[config.mk]
export PLATFORM = sky130hd
export DESIGN_NAME = timer_scheduler
export DESIGN_NICKNAME = d
export VERILOG_FILES = /design/src/rtl/timer_sched_pkg.sv /design/src/rtl/rr_arbiter.sv /design/src/rtl/timer_scheduler.sv
export SDC_FILE = /design/constraint.sdc
export NUM_CORES = 1
export LEC_CHECK = 0
export CORE_MARGIN = 4
export CORE_UTILIZATION = 40
export DETAILED_ROUTE_END_ITERATION = 10
export PLACE_DENSITY = 0.71
export SKIP_CTS_REPAIR_TIMING = 1
export SYNTH_ARGS = -nofsm -noshare
export SYNTH_HDL_FRONTEND = slang
export SYNTH_SLANG_ARGS = --single-unit
[constraint.sdc]
create_clock -name CLK -period 2.43 [get_ports CLK]
set_input_delay 0.486 -clock CLK [delete_from_list [all_inputs] [get_ports CLK]]
set_output_delay 0.486 -clock CLK [all_outputs]
set_load 0.1 [all_outputs]
[src/rtl/timer_sched_pkg.sv]
// Shared types and defaults for the timer scheduler and its round-robin arbiter.
package timer_sched_pkg;

  typedef enum logic [2:0] {
    IDLE,
    LAUNCH,
    WAIT,
    DONE_ST,
    ERR_ST
  } state_t;

  localparam int NREQ_DEF    = 4;
  localparam int TIMEOUT_DEF = 260;

endpackage

[src/rtl/rr_arbiter.sv]
// Combinational round-robin pick: first set req bit searching upward from ptr+1, wrapping.
// Zero latency; no backpressure, valid is low when nothing requests.
module rr_arbiter #(
  parameter int NREQ = 4
) (
  input  logic [NREQ-1:0]         req,
  input  logic [$clog2(NREQ)-1:0] ptr,
  output logic [NREQ-1:0]         winner,
  output logic                    valid
);

  localparam int PW = $clog2(NREQ);

  logic [PW-1:0] idx;

  always_comb begin
    winner = '0;
    valid  = 1'b0;
    idx    = '0;
    // Offsets start at 1 so the last winner is visited last.
    for (int i = 1; i <= NREQ; i++) begin
      idx = PW'((int'(ptr) + i) % NREQ);
      if (!valid && req[idx]) begin
        winner[idx] = 1'b1;
        valid       = 1'b1;
      end
    end
  end

endmodule

[src/rtl/timer_scheduler.sv]
// Shares one single-shot timer among NREQ requesters; grant one, pulse START, wait READY or watchdog.
// Grant one cycle after REQ seen in IDLE; later requests wait while BUSY (no preemption).
module timer_scheduler
  import timer_sched_pkg::*;
#(
  parameter int NREQ    = NREQ_DEF,
  parameter int TIMEOUT = TIMEOUT_DEF
) (
  input  logic            CLK,
  input  logic            RESET,
  input  logic [NREQ-1:0] REQ,
  output logic [NREQ-1:0] GNT,
  output logic [NREQ-1:0] DONE,
  output logic            ERR,
  output logic            BUSY,
  output logic            TMR_START,
  input  logic            TMR_READY
);

  localparam int PW = $clog2(NREQ);
  localparam int CW = $clog2(TIMEOUT);

  state_t        state, state_n;
  logic [PW-1:0] ptr, ptr_n;
  logic [PW-1:0] g, g_n;
  logic [CW-1:0] cnt, cnt_n;
  logic          live, live_n;

  logic [NREQ-1:0] win_oh;
  logic            win_vld;
  logic [PW-1:0]   win_idx;
  logic [NREQ-1:0] gnt_oh;

  rr_arbiter #(.NREQ(NREQ)) u_arb (
    .req    (REQ),
    .ptr    (ptr),
    .winner (win_oh),
    .valid  (win_vld)
  );

  always_comb begin
    win_idx = '0;
    for (int i = 0; i < NREQ; i++) begin
      if (win_oh[i]) win_idx = PW'(i);
    end
  end

  assign gnt_oh = {{(NREQ-1){1'b0}}, 1'b1} << g;

  always_ff @(posedge CLK) begin
    if (RESET) begin
      state <= IDLE;
      ptr   <= PW'(NREQ - 1);
      g     <= '0;
      cnt   <= '0;
      live  <= 1'b0;
    end else begin
      state <= state_n;
      ptr   <= ptr_n;
      g     <= g_n;
      cnt   <= cnt_n;
      live  <= live_n;
    end
  end

  // live tracks whether the granted requester kept REQ up; a drop suppresses DONE
  // without putting REQ on a combinational path to the outputs.
  always_comb begin
    state_n   = state;
    ptr_n     = ptr;
    g_n       = g;
    cnt_n     = cnt;
    live_n    = live;
    GNT       = '0;
    DONE      = '0;
    ERR       = 1'b0;
    TMR_START = 1'b0;
    BUSY      = (state != IDLE);
    case (state)
      IDLE: begin
        if (win_vld) begin
          g_n     = win_idx;
          live_n  = 1'b1;
          state_n = LAUNCH;
        end
      end
      LAUNCH: begin
        GNT       = gnt_oh;
        TMR_START = 1'b1;
        cnt_n     = '0;
        live_n    = live & REQ[g];
        state_n   = WAIT;
      end
      WAIT: begin
        GNT    = gnt_oh;
        live_n = live & REQ[g];
        if (TMR_READY) begin
          state_n = DONE_ST;
        end else if (cnt == CW'(TIMEOUT - 1)) begin
          state_n = ERR_ST;
        end else begin
          cnt_n = cnt + 1'b1;
        end
      end
      DONE_ST: begin
        GNT     = gnt_oh;
        if (live) DONE = gnt_oh;
        ptr_n   = g;
        state_n = IDLE;
      end
      ERR_ST: begin
        GNT     = gnt_oh;
        ERR     = 1'b1;
        ptr_n   = g;
        state_n = IDLE;
      end
      default: state_n = IDLE;
    endcase
  end

endmodule

==> results.toml <==
[place]
dpl.hpwl_mm = 2.25
pre_cts_ws_ns = -0.0110
globalplace.congestion = 0.872
portBuffers = 17

[drt]
via_per_inst = 5.85
first_pass_iters = 4
wl_per_cell_um = 14.4
drtIter0Drc = 71
final_antenna_net_count = 0
drc = 0
vias = 1165
routed_wl_mm = 2.86

[sta]
fmax_mhz = 448
fin_ws_ns = 0.195
finalWorstPathRequiredPeriod_ns = 2.23
rsz0062_at_grt = "no"
layout_worst_path_cycle_share_pct = 92.0
hold_violations = 0
finClkSkew_ns = 0.0145
slew_headroom_pct = 68.6
setup_viol = 0
report.final.slew_viol_count = 0
worst_slew_pin_slew_ns = 0.470
fin_tns_setup_ns = 0

[clocking]
tritoncts = "done"
clk_pin_slew_ns = 0.11
cts_sinks = 17
cts_buffers = 3
clock_path_buffers = 2
cts_root_buf = "clkbuf_4"
insertion_delay_ns = 0.30
htreeDepth = 1

[setup_path]
slowest_stage = "or3_2"
path_class = "flip-flop to output pin"
worstPathArrival_ns = 1.75
worstPathCellList = "or3_2 > nand2_2 > nor2_1 > buf_12"
max_stage_delay_ns = 0.58
cp.required_ns = 1.94
critPathCaptureType = "output pin"
crit_fanout = 12
critPathLaunchType = "flip-flop"
reg2reg_slack_ns = 0.35

[finish]
finalNetCount = 184
area_delta_synth_final_pct = 31.4
drive_gt1_share_pct = 22.0
fillers = 251
antenna_cells = 0

[pwr]
ir_drop_uv = 363
power.density_nw_per_um2 = 553
leakage_nw = 0.604

[global_routing]
grt_first_pass_wirelength_mm = 5.22
grt_overflow = 0
grt_max_degree = 13
gr-usage-all-layers_pct = 16.3
antenna_found_initial = 0
grt_pass1_vias = 1150

[hold_path]
hold_path_class = "flip-flop to flip-flop"

[yosys]
syn_nets = 161
synthArstFlopShare_pct = 0
synth_area_um2 = 1200
ys_types = 35
ys.flop_type = "dfxtp_1"
synth_area_per_cell_um2 = 8.24
synthCells = 146
seq_area_frac_synth_pct = 28.3
yosys_warnings = 0
synth_edf_count = 0
synth-seq-cells = 17

[floorplanning]
die_h_um = 62.8
core_um2 = 2810
rows = 19
die_area_um2 = 3950
floorplan.io_pins = 18
die_w_um = 62.8
initial_core_util_pct = 42.9

[status]
status = "finished, final reports clean"

[flow_run]
maxCapViolCount = 0
-- flip-flops by register name (all words and copies together) (netlist names) --
register  count
state         3
live          1
cnt           9
g             2
ptr           2
-- final timing paths --
kind,startpoint,endpoint,depth (start not counted)
max,state[2]$_SDFFE_PP0P_,GNT[3],4
min,cnt[8]$_SDFFE_PP0P_,cnt[8]$_SDFFE_PP0P_,2
max reg2reg,ptr[1]$_SDFFE_PP1P_,g[1]$_SDFFE_PP0P_,7
min reg2reg,cnt[8]$_SDFFE_PP0P_,cnt[8]$_SDFFE_PP0P_,2
-- kinds of logic (layout without fill, tap and decap cells) --
logic type / after synthesis / after routing / share of synthesized area [%]
adders and majority gates: 8 / 8 / 8.32
xor gates and xnor gates: 5 / 5 / 3.64
DFF: 17 / 17 / 28.3
buffers and inverters: 10 / 32 / 3.23
muxes: 7 / 7 / 9.99
AOI/OAI and AO/OA: 25 / 25 / 14.5
and+or+nand+nor: 74 / 74 / 32.1
-- synth_stat cells (all sizes together), types with 3 or more instances --
master  count  share of area [%]
dfxtp      17                 28
clkbuf      4                1.2
xor2        4                2.9
nor2       23                7.2
nand2      14                4.4
mux4        4                7.5
nand4       4                2.1
or3b        3                2.2
nand2b      6                3.1
o21ai       5                2.1
inv         5                1.6
ha          8                8.3
or3         4                2.1
a21oi      10                4.2
mux2i       3                2.5
nor3        5                2.1
nand3b      5                3.1
-- routing by layer --
| metal | up-vias | global-route usage [%] | part of all wire (%) |
|---|---|---|---|
| met5 | - | 0 | 0 |
| met4 | 0 | 5.51 | 1.4 |
| met3 | 4 | 4.68 | 5.2 |
| met2 | 36 | 29.2 | 51 |
| met1 | 553 | 18.4 | 42 |
| li1 | 572 | - | - |
-- worst max-delay path, delay by kind of cell, from the launching register on --
kind,cells,cell delay (ns)
AND/OR/NAND/NOR,3,0.85
flip-flops,1,0.44
buffers and inverters,1,0.17
-- layout make-up --
type                            instances  area (um^2)  area share [%]
Clock inverter                          1         5.00           0.317
Multi-Input combinational cell        119          855            54.1
Clock buffer                            3         22.5            1.43
Sequential cell                        17          340            21.5
Tap cell                               31         38.8            2.45
Timing Repair Buffer                   23          300            19.0
Inverter                                5         18.8            1.19
-- power breakdown --
| part | switching [mW] | internal, mW | leakage (nW) | total, mW |
|---|---|---|---|---|
| Clock | 0.0940 | 0.0613 | 0.0177 | 0.155 |
| Combinational | 0.242 | 0.144 | 0.448 | 0.386 |
| Sequential | 0.0354 | 0.297 | 0.139 | 0.332 |
-- layout by cell type (no fill, tap or decap), drive strengths merged, types with 5 or more instances in the layout --
cell type      netlist  layout
a21oi               10      10
buf                  1      17
clkdlybuf4s50        0       6
dfxtp               17      17
ha                   8       8
inv                  5       5
nand2               14      14
nand2b               6       6
nand3b               5       5
nor2                23      23
nor3                 5       5
o21ai                5       5
-- stage by stage --
stage / total power, mW / instance area [um^2] / util (%) / hold slack (ns) / cells
after floorplan: 0.600 / 1230 / - / 0.464 / 146
after global placement: 0.711 / 1550 / 55.3 / 0.479 / 195
after detailed placement: 0.722 / 1550 / 55.3 / 0.504 / 195
after CTS: 0.877 / 1580 / 56.2 / 0.533 / 199
after global routing: 0.924 / 1580 / 56.3 / 0.556 / 199
final: 0.873 / 1580 / 56.3 / 0.531 / 199
Note: power is estimated with default switching activity, not from simulation.
==> RTL change 1: new RTL, same flow settings <==
Set the package constant `NREQ_DEF` to 8 (it was 4).
--- a/src/rtl/timer_sched_pkg.sv
+++ b/src/rtl/timer_sched_pkg.sv
@@ -10,5 +10,5 @@
   } state_t;
 
-  localparam int NREQ_DEF    = 4;
+  localparam int NREQ_DEF    = 8;
   localparam int TIMEOUT_DEF = 260;
 
Ports: changed (resized DONE, GNT and REQ); port bits go from 18 to 30. No check against the original RTL was run, so the function may have changed too.
==> RTL change 1 against the unedited design <==
The run now ends with setup timing left. Critical path depth increased by 6. Clock power increased by 41%. Setup slack got worse by 0.56 ns. Area after synthesis increased by 81%. Total power increased by 90%. Synthesized cell count increased by 94%. Combinational power increased to 2.7 times the old value. Sequential cell count increased by 2. Final area increased by 130%. Routed wire length increased to 2.6 times the old value. First-iteration DRC count increased to 3.7 times the old value. Highest routed layer unchanged.
==> RTL change 1: results (changes against the unedited design) <==
stage;metric;value;unit;change
run_status;run status;complete, but fails checks;;
run_status;failing checks;setup timing;;
layout;combined area of the multi-input logic cells;0.00201;mm2;+130%
setup_path;largest fanout of any net on the critical path;7;;-5
layout;number of nets at the end of the flow;392;;+110%
sta;endpoints failing setup;5;;+5
setup_path;slowest stage cell, crit path;sky130_fd_sc_hd__mux4_2;;
setup_path;Critical Path AT;2.93;ns;+1.18 ns
route;via density per instance;5.79;;-1.1%
route;number of vias in the routed layout;2564;;+120%
placement;Port Buffers;29;;+12
global_routing;wire length of the first global-routing pass;11700;um;+120%
layout;layout cells sized above 1;41.0;%;+19 points
setup_path;gate family responsible for the most delay along the worst path;compound AO/OA/AOI/OAI gates;;
yosys;synthesized instance count;283;;+94%
placement;cell area after placement;0.00329;mm2;+110%
pwr;worst voltage drop across the vdd grid;0.000336;V;-7.4%
sta;setup TNS after final layout;-1.42;ns;-1.42 ns
yosys;Synth cell types;54;;+54%
global_routing;met3 global-route usage;3.51;%;-1.2 points
route;met1 WL;3330;um;+180%
yosys;compound-cell area share of the yosys netlist;19.3;%;+4.8 points
yosys;net count of the mapped netlist;301;;+87%
sta;remaining max-slew budget at the tightest pin;58.6;%;-10 points
sta;final critical-path setup slack;-0.369;ns;-0.565 ns
yosys;arithmetic-cell share of the synthesized area counting full adders, half adders and majority gates;4.02;%;-4.3 points
sta;clock skew after layout;0.00400;ns;-0.0105 ns
placement;pre-CTS setup slack;-0.763;ns;-0.752 ns
==> RTL change 1: worst register-to-register path, delay by kind of cell, from the launching register on <==
kind,cells,cell delay [ns]
AO/OA/AOI/OAI,4,0.94
AND/OR/NAND/NOR,1,0.18
buffers and inverters,2,0.19
multiplexers,2,0.73
flip-flops,1,0.37
adder cells (fa/ha/maj),1,0.28
==> RTL change 1: worst paths after layout <==
kind	startpoint	endpoint	slack, ns	cells past startpoint
max	ptr[1]	g[2]	-0.37	10
min	cnt[1]	cnt[1]	0.50	2
max reg2reg	ptr[1]	g[2]	-0.37	10
min reg2reg	cnt[1]	cnt[1]	0.50	2
==> RTL change 1: final cells by class <==
cell class                 instances  area share (%)
sequential                        19            10.9
tap                               70            2.43
timing repair buffer              99            28.6
inverter                           9            1.21
multi-input combinational        242            55.7
clock buffer                       4            1.25
==> RTL change 1: power by group <==
part / internal, uW / switching (uW)
Combinational: 478 / 585
Sequential: 333 / 48.0
Clock: 117 / 102
Total: 928 / 734
==> RTL change 2: new RTL, same flow settings <==
Made on the original files. Re-encode `state_t` (5 states) as one-hot, 5 bits wide.
--- a/src/rtl/timer_sched_pkg.sv
+++ b/src/rtl/timer_sched_pkg.sv
@@ -2,10 +2,10 @@
 package timer_sched_pkg;
 
-  typedef enum logic [2:0] {
-    IDLE,
-    LAUNCH,
-    WAIT,
-    DONE_ST,
-    ERR_ST
+  typedef enum logic [4:0] {
+    IDLE    = 5'b00001,
+    LAUNCH  = 5'b00010,
+    WAIT    = 5'b00100,
+    DONE_ST = 5'b01000,
+    ERR_ST  = 5'b10000
   } state_t;
 
Function: no difference found for any inputs over 4 cycles, from zero or initial values and one cycle with RESET high; so few cycles prove little.
==> RTL change 2 against the unedited design <==
Cell count is 9.5% higher. Global-route usage is 0.28 points lower. Non-clock buffer count is 1 higher. Routed wire length is 9.5% higher. Final area is 8.1% higher. Sequential cell count is 2 higher. First-iteration DRC count is 17% lower. Total power is 12% lower. Setup slack worse by 0.051 ns. Combinational power is 36% lower. Clock power is 8% higher. Area after synthesis is 7.6% higher. Utilization is 0.85 points lower. Largest power group is now sequential cells.
==> RTL change 2: results (changes against the unedited design) <==
stage;metric;value;unit;change
layout;layout cells sized above 1;23.6;%;+1.5 points
setup_path;largest fanout of any net on the critical path;5;;-7
global_routing;vias in the first global route;1195;;+3.9%
global_routing;pin count of the biggest net entering global routing;12;;-1
placement;Final Wtd Congestion;0.850;;-2.5%
placement;number of cells after detailed placement;214;;+9.7%
setup_path;startpoint of the lowest-slack register-to-register path;ptr[0];;
sta;final hold slack;0.486;ns;-0.0452 ns
yosys;synthesized instance count;150;;+2.7%
global_routing;wire length of the first global-routing pass;5330;um;+2.2%
route;number of design-rule violations left by the first detailed-router iteration;59;;-17%
pwr;switching share of power;37.8;%;-4.7 points
yosys;number of warnings issued by yosys;0;;unchanged
layout;Top Registers;cnt x9, state x5;;
pwr;Static Leakage;0.000678;uW;+12%
setup_path;launch point of the worst path;state[3];;
clock_tree;Clock Tree Root;sky130_fd_sc_hd__clkbuf_4;;
setup_path;Critical Path AT;1.80;ns;+0.05 ns
pwr;worst voltage drop across the vdd grid;0.000166;V;-54%
route;via density per instance;5.48;;-6.4%
sta;slew at the pin closest to its max-slew limit;0.457;ns;-0.0128 ns
sta;final critical-path setup slack;0.144;ns;-0.0512 ns
yosys;most frequent cells after synthesis;sky130_fd_sc_hd__nor2_1, sky130_fd_sc_hd__dfxtp_1, sky130_fd_sc_hd__nand2_1;;
yosys;sequential share of the synthesized area;29.4;%;+1.1 points
clock_tree;Clock Latency Late Sink;0.32;ns;+0.02 ns
clock_tree;buffers from clock root to sink, at most;2;;unchanged
route;detailed-route wire length;3130;um;+9.5%
placement;placed wire-length estimate;2500;um;+11%
yosys;net count of the mapped netlist;165;;+2.5%
run_status;run status;finished, final reports clean;;
yosys;top post-synthesis cells by area;sky130_fd_sc_hd__dfxtp_1, sky130_fd_sc_hd__ha_1, sky130_fd_sc_hd__mux4_2;;
route;First-pass DRT Iterations;5;;+1
global_routing;global routing usage summed across all routing layers;16.0;%;-0.28 points
min_path;HP Start;live;;
yosys;Synth cell types;44;;+26%
layout;number of nets at the end of the flow;190;;+3.3%
route;mean routed wirelength per cell;14.3;um;about the same
placement;pre-CTS setup slack;-0.0280;ns;-0.0170 ns
layout;number of filler instances in the final layout;287;;+14%
## RTL change 2: final timing paths
path | endpoint
worst max register to register | g[0]
worst min register to register | live
worst max-delay path | GNT[0]
worst min-delay path | live
## RTL change 2: area by class of cell
cell class	instances	area (um2)	area share, %
multi-input cells	118	891	52.2
flip-flops and latches	19	380	22.3
repair buffers	24	320	18.8
well taps	44	55.1	3.22
inverters	9	33.8	1.98
clock buffers	3	22.5	1.32
clock inverters	1	5.00	0.293
## RTL change 2: per-stage QoR
stage | TNS, ns | utilization, % | instance area, um2 | total power [uW]
2_1_floorplan | -0.361 | - | 1320 | 526
6_report | 0 | 55.5 | 1710 | 772
3_3_place_gp | 0 | 54.4 | 1680 | 603
5_1_grt | 0 | 55.5 | 1710 | 811
3_5_place_dp | -0.0382 | 54.4 | 1680 | 610
4_1_cts | 0 | 55.3 | 1700 | 771
## RTL change 2: critical path, stage by stage (launching register included)
cell                       delay, ns
sky130_fd_sc_hd__dfxtp_1        0.45
sky130_fd_sc_hd__xor2_1         0.17
sky130_fd_sc_hd__nand3b_1       0.18
sky130_fd_sc_hd__and3_1         0.31
sky130_fd_sc_hd__nor3_4         0.17
sky130_fd_sc_hd__buf_12         0.20
## RTL change 2: cells by family (layout without fill, tap and decap cells)
family | after synthesis | count (layout) | synth area share, %
buffers and inverters | 13 | 37 | 4.45
xor gates and xnor gates | 7 | 7 | 4.74
AOI/OAI and AO/OA | 30 | 30 | 17.5
adders and majority gates | 8 | 8 | 7.74
DFF | 19 | 19 | 29.4
and+or+nand+nor | 68 | 68 | 28.3
muxes | 5 | 5 | 7.83
## RTL change 2: power by group through the flow
| stage | combinational (uW) | sequential, uW | clock, uW |
|---|---|---|---|
| global placement | 239 | 364 | 0 |
| finish | 247 | 358 | 168 |
| CTS | 246 | 357 | 168 |
| detailed placement | 246 | 364 | 0 |
| global route | 262 | 363 | 186 |
| floorplan | 170 | 356 | 0 |
## RTL change 2: per-layer routing
| layer | vias to the layer above | global-route usage (%) | routed length [um] |
|---|---|---|---|
| li1 | 598 | - | - |
| met1 | 555 | 18.8 | 1400 |
| met2 | 34 | 28.1 | 1580 |
| met3 | 7 | 1.56 | 80 |
| met4 | 0 | 9.23 | 69 |
| met5 | - | 0 | 0 |
